`src/rtl/awgn_ctrl.sv`:
```
`timescale 1ns/1ps
`default_nettype none
// ============================================================================
// Module      : awgn_ctrl
// Description : Sample-issue controller for a Box-Muller AWGN datapath with
//               credit-based output FIFO, burst / continuous run modes.
// Revision    : 1.0  initial release
// ============================================================================
module awgn_ctrl #(
    parameter int PIPE_LAT   = 4,   // 1..15
    parameter int FIFO_DEPTH = 4    // power of two, 2..16
) (
    input  logic        clk,
    input  logic        reset,
    input  logic        start,
    input  logic        stop,
    input  logic [15:0] burst_len,
    output logic        lfsr_en,
    input  logic [15:0] x0_in,
    input  logic [15:0] x1_in,
    output logic [31:0] out_data,
    output logic        out_valid,
    input  logic        out_ready,
    output logic        busy,
    output logic        done
);

    localparam int PTR_W = $clog2(FIFO_DEPTH);
    localparam int CNT_W = PTR_W + 1;
    localparam int SUM_W = 6;
    localparam logic [SUM_W-1:0] DEPTH_C = SUM_W'(FIFO_DEPTH);
    localparam logic [CNT_W-1:0] FULL_C  = CNT_W'(FIFO_DEPTH);

    typedef enum logic [1:0] {
        IDLE  = 2'd0,
        RUN   = 2'd1,
        DRAIN = 2'd2
    } state_t;

    state_t               state;
    state_t               state_nxt;
    logic [15:0]          burst_q;
    logic [15:0]          issued;
    logic [PIPE_LAT-1:0]  tag;
    logic [4:0]           inflight;
    logic [31:0]          mem [FIFO_DEPTH];
    logic [PTR_W-1:0]     wr_ptr;
    logic [PTR_W-1:0]     rd_ptr;
    logic [CNT_W-1:0]     fifo_count;
    logic                 push;
    logic                 pop;
    logic                 start_acc;
    logic                 burst_hit;
    logic                 credit_ok;

    always_comb begin
        inflight = '0;
        for (int i = 0; i < PIPE_LAT; i++) begin
            inflight = inflight + {4'd0, tag[i]};
        end
    end

    // Everything issued but not yet popped must fit in the FIFO.
    assign credit_ok = (SUM_W'(fifo_count) + SUM_W'(inflight)) < DEPTH_C;
    assign burst_hit = (burst_q != 16'd0) && (issued == burst_q);

    always_ff @(posedge clk or posedge reset) begin
        if (reset) begin
            state <= IDLE;
        end else begin
            state <= state_nxt;
        end
    end

    always_comb begin
        state_nxt = state;
        lfsr_en   = 1'b0;
        done      = 1'b0;
        start_acc = 1'b0;
        case (state)
            IDLE: begin
                if (start) begin
                    state_nxt = RUN;
                    start_acc = 1'b1;
                end
            end
            RUN: begin
                if (stop || burst_hit) begin
                    state_nxt = DRAIN;
                end else begin
                    lfsr_en = credit_ok;
                end
            end
            DRAIN: begin
                if ((inflight == 5'd0) && (fifo_count == '0)) begin
                    state_nxt = IDLE;
                    done      = 1'b1;
                end
            end
            default: state_nxt = IDLE;
        endcase
    end

    // Saturation only matters in continuous mode; a burst stops at burst_q.
    always_ff @(posedge clk or posedge reset) begin
        if (reset) begin
            burst_q <= 16'd0;
            issued  <= 16'd0;
        end else if (start_acc) begin
            burst_q <= burst_len;
            issued  <= 16'd0;
        end else if (lfsr_en && (issued != 16'hFFFF)) begin
            issued  <= issued + 16'd1;
        end
    end

    generate
        if (PIPE_LAT == 1) begin : g_tag_single
            always_ff @(posedge clk or posedge reset) begin
                if (reset) begin
                    tag <= '0;
                end else begin
                    tag <= lfsr_en;
                end
            end
        end else begin : g_tag_shift
            always_ff @(posedge clk or posedge reset) begin
                if (reset) begin
                    tag <= '0;
                end else begin
                    tag <= {tag[PIPE_LAT-2:0], lfsr_en};
                end
            end
        end
    endgenerate

    assign push = tag[PIPE_LAT-1];
    assign pop  = out_valid && out_ready;

    always_ff @(posedge clk) begin
        if (push) begin
            mem[wr_ptr] <= {x0_in, x1_in};
        end
    end

    always_ff @(posedge clk or posedge reset) begin
        if (reset) begin
            wr_ptr     <= '0;
            rd_ptr     <= '0;
            fifo_count <= '0;
        end else begin
            if (push) begin
                wr_ptr <= wr_ptr + 1'b1;
            end
            if (pop) begin
                rd_ptr <= rd_ptr + 1'b1;
            end
            case ({push, pop})
                2'b10:   fifo_count <= fifo_count + 1'b1;
                2'b01:   fifo_count <= fifo_count - 1'b1;
                default: fifo_count <= fifo_count;
            endcase
        end
    end

    assign out_valid = (fifo_count != '0);
    assign out_data  = mem[rd_ptr];
    assign busy      = (state != IDLE);

    // The credit rule makes a write into a full FIFO unreachable.
    a_no_overflow : assert property (@(posedge clk) disable iff (reset)
        !(push && (fifo_count == FULL_C)));

endmodule
`default_nettype wire

```
`config.mk`:
```
export PLATFORM = sky130hd
export DESIGN_NAME = awgn_ctrl
export DESIGN_NICKNAME = d
export VERILOG_FILES = /design/src/rtl/awgn_ctrl.sv
export SDC_FILE = /design/constraint.sdc
export NUM_CORES = 1
export LEC_CHECK = 0
export BUFFER_PORTS_ARGS = -buffer_cell sky130_fd_sc_hd__buf_2
export CAP_MARGIN = 20
export CORE_MARGIN = 10
export CORE_UTILIZATION = 52
export CTS_CLUSTER_DIAMETER = 60
export CTS_CLUSTER_SIZE = 8
export DETAILED_ROUTE_END_ITERATION = 8
export PLACE_DENSITY_LB_ADDON = 0.2
export SLEW_MARGIN = 30
export SYNTH_ARGS = -nofsm -noshare
export SYNTH_HDL_FRONTEND = slang
export SYNTH_SLANG_ARGS = --single-unit
```
`constraint.sdc`:
```
create_clock -name clk -period 3.1 [get_ports clk]
set_input_delay 0.155 -clock clk [delete_from_list [all_inputs] [get_ports clk]]
set_output_delay 0.155 -clock clk [all_outputs]
set_load 0.005 [all_outputs]
```
==> run metrics <==
minimum setup slack in the final design -0.2186 ns; Buffers on Ports 88; number of sinks on the clock net 173; reg-to-reg endpoint issued[2]$_DFFE_PP0P_; largest net degree at the start of global routing 46; internal power summed over all cells 5.028 mW; CTS H-tree lvls 4; All-Layer GR Usage 0.1708; routed wire length per instance 19.40 microns; number of CTS-inserted buffers 17; most area-hungry cell type in the Yosys netlist sky130_fd_sc_hd__edfxtp_1; Avg Cell Area, Syn 16.14 sq um; class of the most critical hold timing path in -> reg; switching part of the total 0.2947; die width 137.8 microns; Gate power share 0.266; count of yosys warnings during synthesis 0; final-stage net count 668; wire length of the first global-routing pass 24,690 microns; number of fillers in the final layout 922; number of synthesized register bits 173; clock tree from TritonCTS yes; hold violation total from the final report 0; Die Outline Area 18,990 sq um; worst-path maximum fanout 4; capture point of the worst path lfsr_en; area growth from synthesis to layout 27.07%; antenna-violating nets left 0; number of setup violations in the final report 17; Critical Path RT 2.94 ns; outcome finished with violations; area share of the largest cell type after synthesis 0.5327; Peak supply drop 0.4555 mV; placeable core region 13,400 sq um; part of the total power dissipated in sequential elements 0.428; Min Clock Period, post-route 3.319 ns; Die Y 137.8 microns; cell count after synthesis 447; unrepaired setup endpoints after global routing true; worst setup slack for register-to-register paths -0.17 ns; Synth Cell Area 7216 sq um; Worst slew margin 0.4005; share of the clock period used by the worst path after layout 1.071; via count 4,378; area of the multi-input gates 2211 sq um; Fin Clk Skew 0.01043 ns; NetSw 2.101 mW; post-layout util 0.6842; GP Congestion 0.8762; power density over cell area 777.6 nW/um^2; number of global-route vias before repair 4,803; Cells after DPL 706; fraction of the yosys area taken by sequential cells 0.6887; Pleak 3.579 nW; number of flops mapped to enable cells by yosys 128; clock-pin transition on the worst setup and hold timing paths 0.06 ns; Register Area 4971 sq um; deepest clock path buffer count 2; worst-skew pair later-pin latency 0.43 ns; CP endpoint kind output port; violations in the final reports setup timing; fraction of synthesis flops using an asynchronous set or reset pin 0.2601; source of the worst hold timing path out_ready; row cnt 42; number of distinct library cells after synthesis 47; Post-route DRC 0; top area cells in the synthesized netlist sky130_fd_sc_hd__edfxtp_1, sky130_fd_sc_hd__dfrtp_1, sky130_fd_sc_hd__mux4_2; hpwl dp 9798 microns; share of layout cells above drive strength 1 0.3133; DRT Pass-1 Iters 5; initial core utilization 0.5385; Hold Worst Slack 0.1132 ns; max-capacitance violation count 0; detail-routed via count per cell 5.521; most numerous cell types in the synthesized netlist sky130_fd_sc_hd__edfxtp_1, sky130_fd_sc_hd__nand2_1, sky130_fd_sc_hd__dfrtp_1, sky130_fd_sc_hd__mux4_2, sky130_fd_sc_hd__inv_1; Worst Setup Start Kind flip-flop; PnR Total Power 7.129 mW; sum of routed wire length over all layers 15,390 microns; Max Clk Rate 301.3 MHz; global route overflow 0; Final Max Tran Viols 0; number of I/O pins 89; slew of the pin with the lowest slew margin 0.8992 ns; number of violations reported at the end of detailed-routing iteration 0 235; relative contribution of the clock network to total power 0.306; CP Class reg -> out; number of antenna violations at the first check in global routing 1; worst reg-to-reg path cell count 12; critical path startpoint tag[0]$_DFF_PP0_; clock root buffer master sky130_fd_sc_hd__clkbuf_16; Primary FF master, synth sky130_fd_sc_hd__edfxtp_1; Cell Count, Final, Fillers Out 793; net count of the mapped netlist 512; critical path arrival 3.16 ns; worst r2r src tag[0]$_DFF_PP0_; most common cell in the synthesized netlist sky130_fd_sc_hd__edfxtp_1
## through the flow
| step | setup WS [ns] | cell area [sq um] | TNS, ns |
|---|---|---|---|
| after floorplan | -0.09461 | 7256 | -0.6665 |
| after global placement | -0.1701 | 7950 | -1.488 |
| after detailed placement | -0.2335 | 7950 | -2.415 |
| after CTS | -0.2425 | 9138 | -1.734 |
| after global routing | -0.3034 | 9169 | -3.384 |
| final | -0.2186 | 9169 | -1.766 |
## state kept, by name, indices dropped and copies added (netlist names)
| name | cells |
|---|---|
| mem | 128 |
| burst_q | 16 |
| issued | 16 |
| tag | 4 |
| fifo_count | 3 |
| rd_ptr | 2 |
| state | 2 |
| wr_ptr | 2 |
## timing repair
| action | CTS | global route |
|---|---|---|
| setup endpoints to repair | 17 | 17 |
| buffers inserted | 3 | 0 |
| hold buffers | 50 | 0 |
| gates cloned | 1 | 0 |
| resized for setup | 9 | 6 |
| endpoints found under the hold margin | 190 | 0 |
| pin swaps | 10 | 3 |
## routing by layer
layer  part of all wire  track usage  vias up
met5                  0            0        -
met4              0.017      0.06663        0
met3              0.058      0.04516       21
met2               0.53       0.2943      135
met1               0.39       0.2000     2184
li1                   -            -     2038
## power by group through the flow
stage | combinational (mW) | clock, mW | sequential (mW)
final | 1.90 | 2.18 | 3.05
after global routing | 2.11 | 2.32 | 3.09
after CTS | 1.93 | 2.21 | 3.06
after detailed placement | 1.83 | 0 | 3.10
after global placement | 1.78 | 0 | 3.09
after floorplan | 1.29 | 0 | 2.97
## area by class of cell
cell class,count,share of cell area
multi-input combinational,236,0.2411
tap,176,0.02402
clock buffer,17,0.04640
inverter,21,0.008597
clock inverter,15,0.02047
antenna,1,0.0002729
sequential,173,0.5422
timing repair buffer,154,0.1169
## how the worst min path moves through the flow
| stage | to | cells after the start |
|---|---|---|
| floorplan | mem[0][0]$_DFFE_PP_ | 0 |
| global placement | burst_q[15]$_DFFE_PP0P_ | 3 |
| detailed placement | burst_q[15]$_DFFE_PP0P_ | 3 |
| CTS | rd_ptr[0]$_DFFE_PP0P_ | 3 |
| global route | rd_ptr[0]$_DFFE_PP0P_ | 3 |
| finish | rd_ptr[0]$_DFFE_PP0P_ | 3 |
## cell usage in the layout (no fill, tap or decap), drive strengths merged, types with 7 or more instances in the layout
cell	n
clkinv	7
xor2	12
nor2	8
nand2	60
nor4	7
buf	104
dlygate4sd3	50
clkbuf	17
mux2i	8
inv	24
o221ai	7
dfrtp	45
nand3	10
mux4	32
ha	10
edfxtp	128
xnor2	10
## critical path, stage by stage, from the launching register on
cell and delay [ns]:
sky130_fd_sc_hd__dfrtp_1 0.36, sky130_fd_sc_hd__inv_2 0.05, sky130_fd_sc_hd__fa_1 0.53, sky130_fd_sc_hd__inv_1 0.05, sky130_fd_sc_hd__ha_2 0.17, sky130_fd_sc_hd__ha_4 0.22, sky130_fd_sc_hd__ha_4 0.15, sky130_fd_sc_hd__or4_4 0.51
sky130_fd_sc_hd__a311o_4 0.36, sky130_fd_sc_hd__buf_6 0.13, sky130_fd_sc_hd__nor2_4 0.09, sky130_fd_sc_hd__buf_2 0.12
## cells by family (layout without fill, tap and decap cells)
kind of cell / Yosys count / count (layout) / synth area share
buffers and inverters: 39 / 207 / 0.02063
multiplexers: 40 / 40 / 0.1110
AO/OA/AOI/OAI: 39 / 40 / 0.04890
AND/OR/NAND/NOR: 122 / 122 / 0.08115
flip-flops: 173 / 173 / 0.6887
adder cells (fa/ha/maj): 12 / 12 / 0.02289
other: 0 / 1 / 0
XOR/XNOR: 22 / 22 / 0.02670
(Power assumes the default switching activity.)
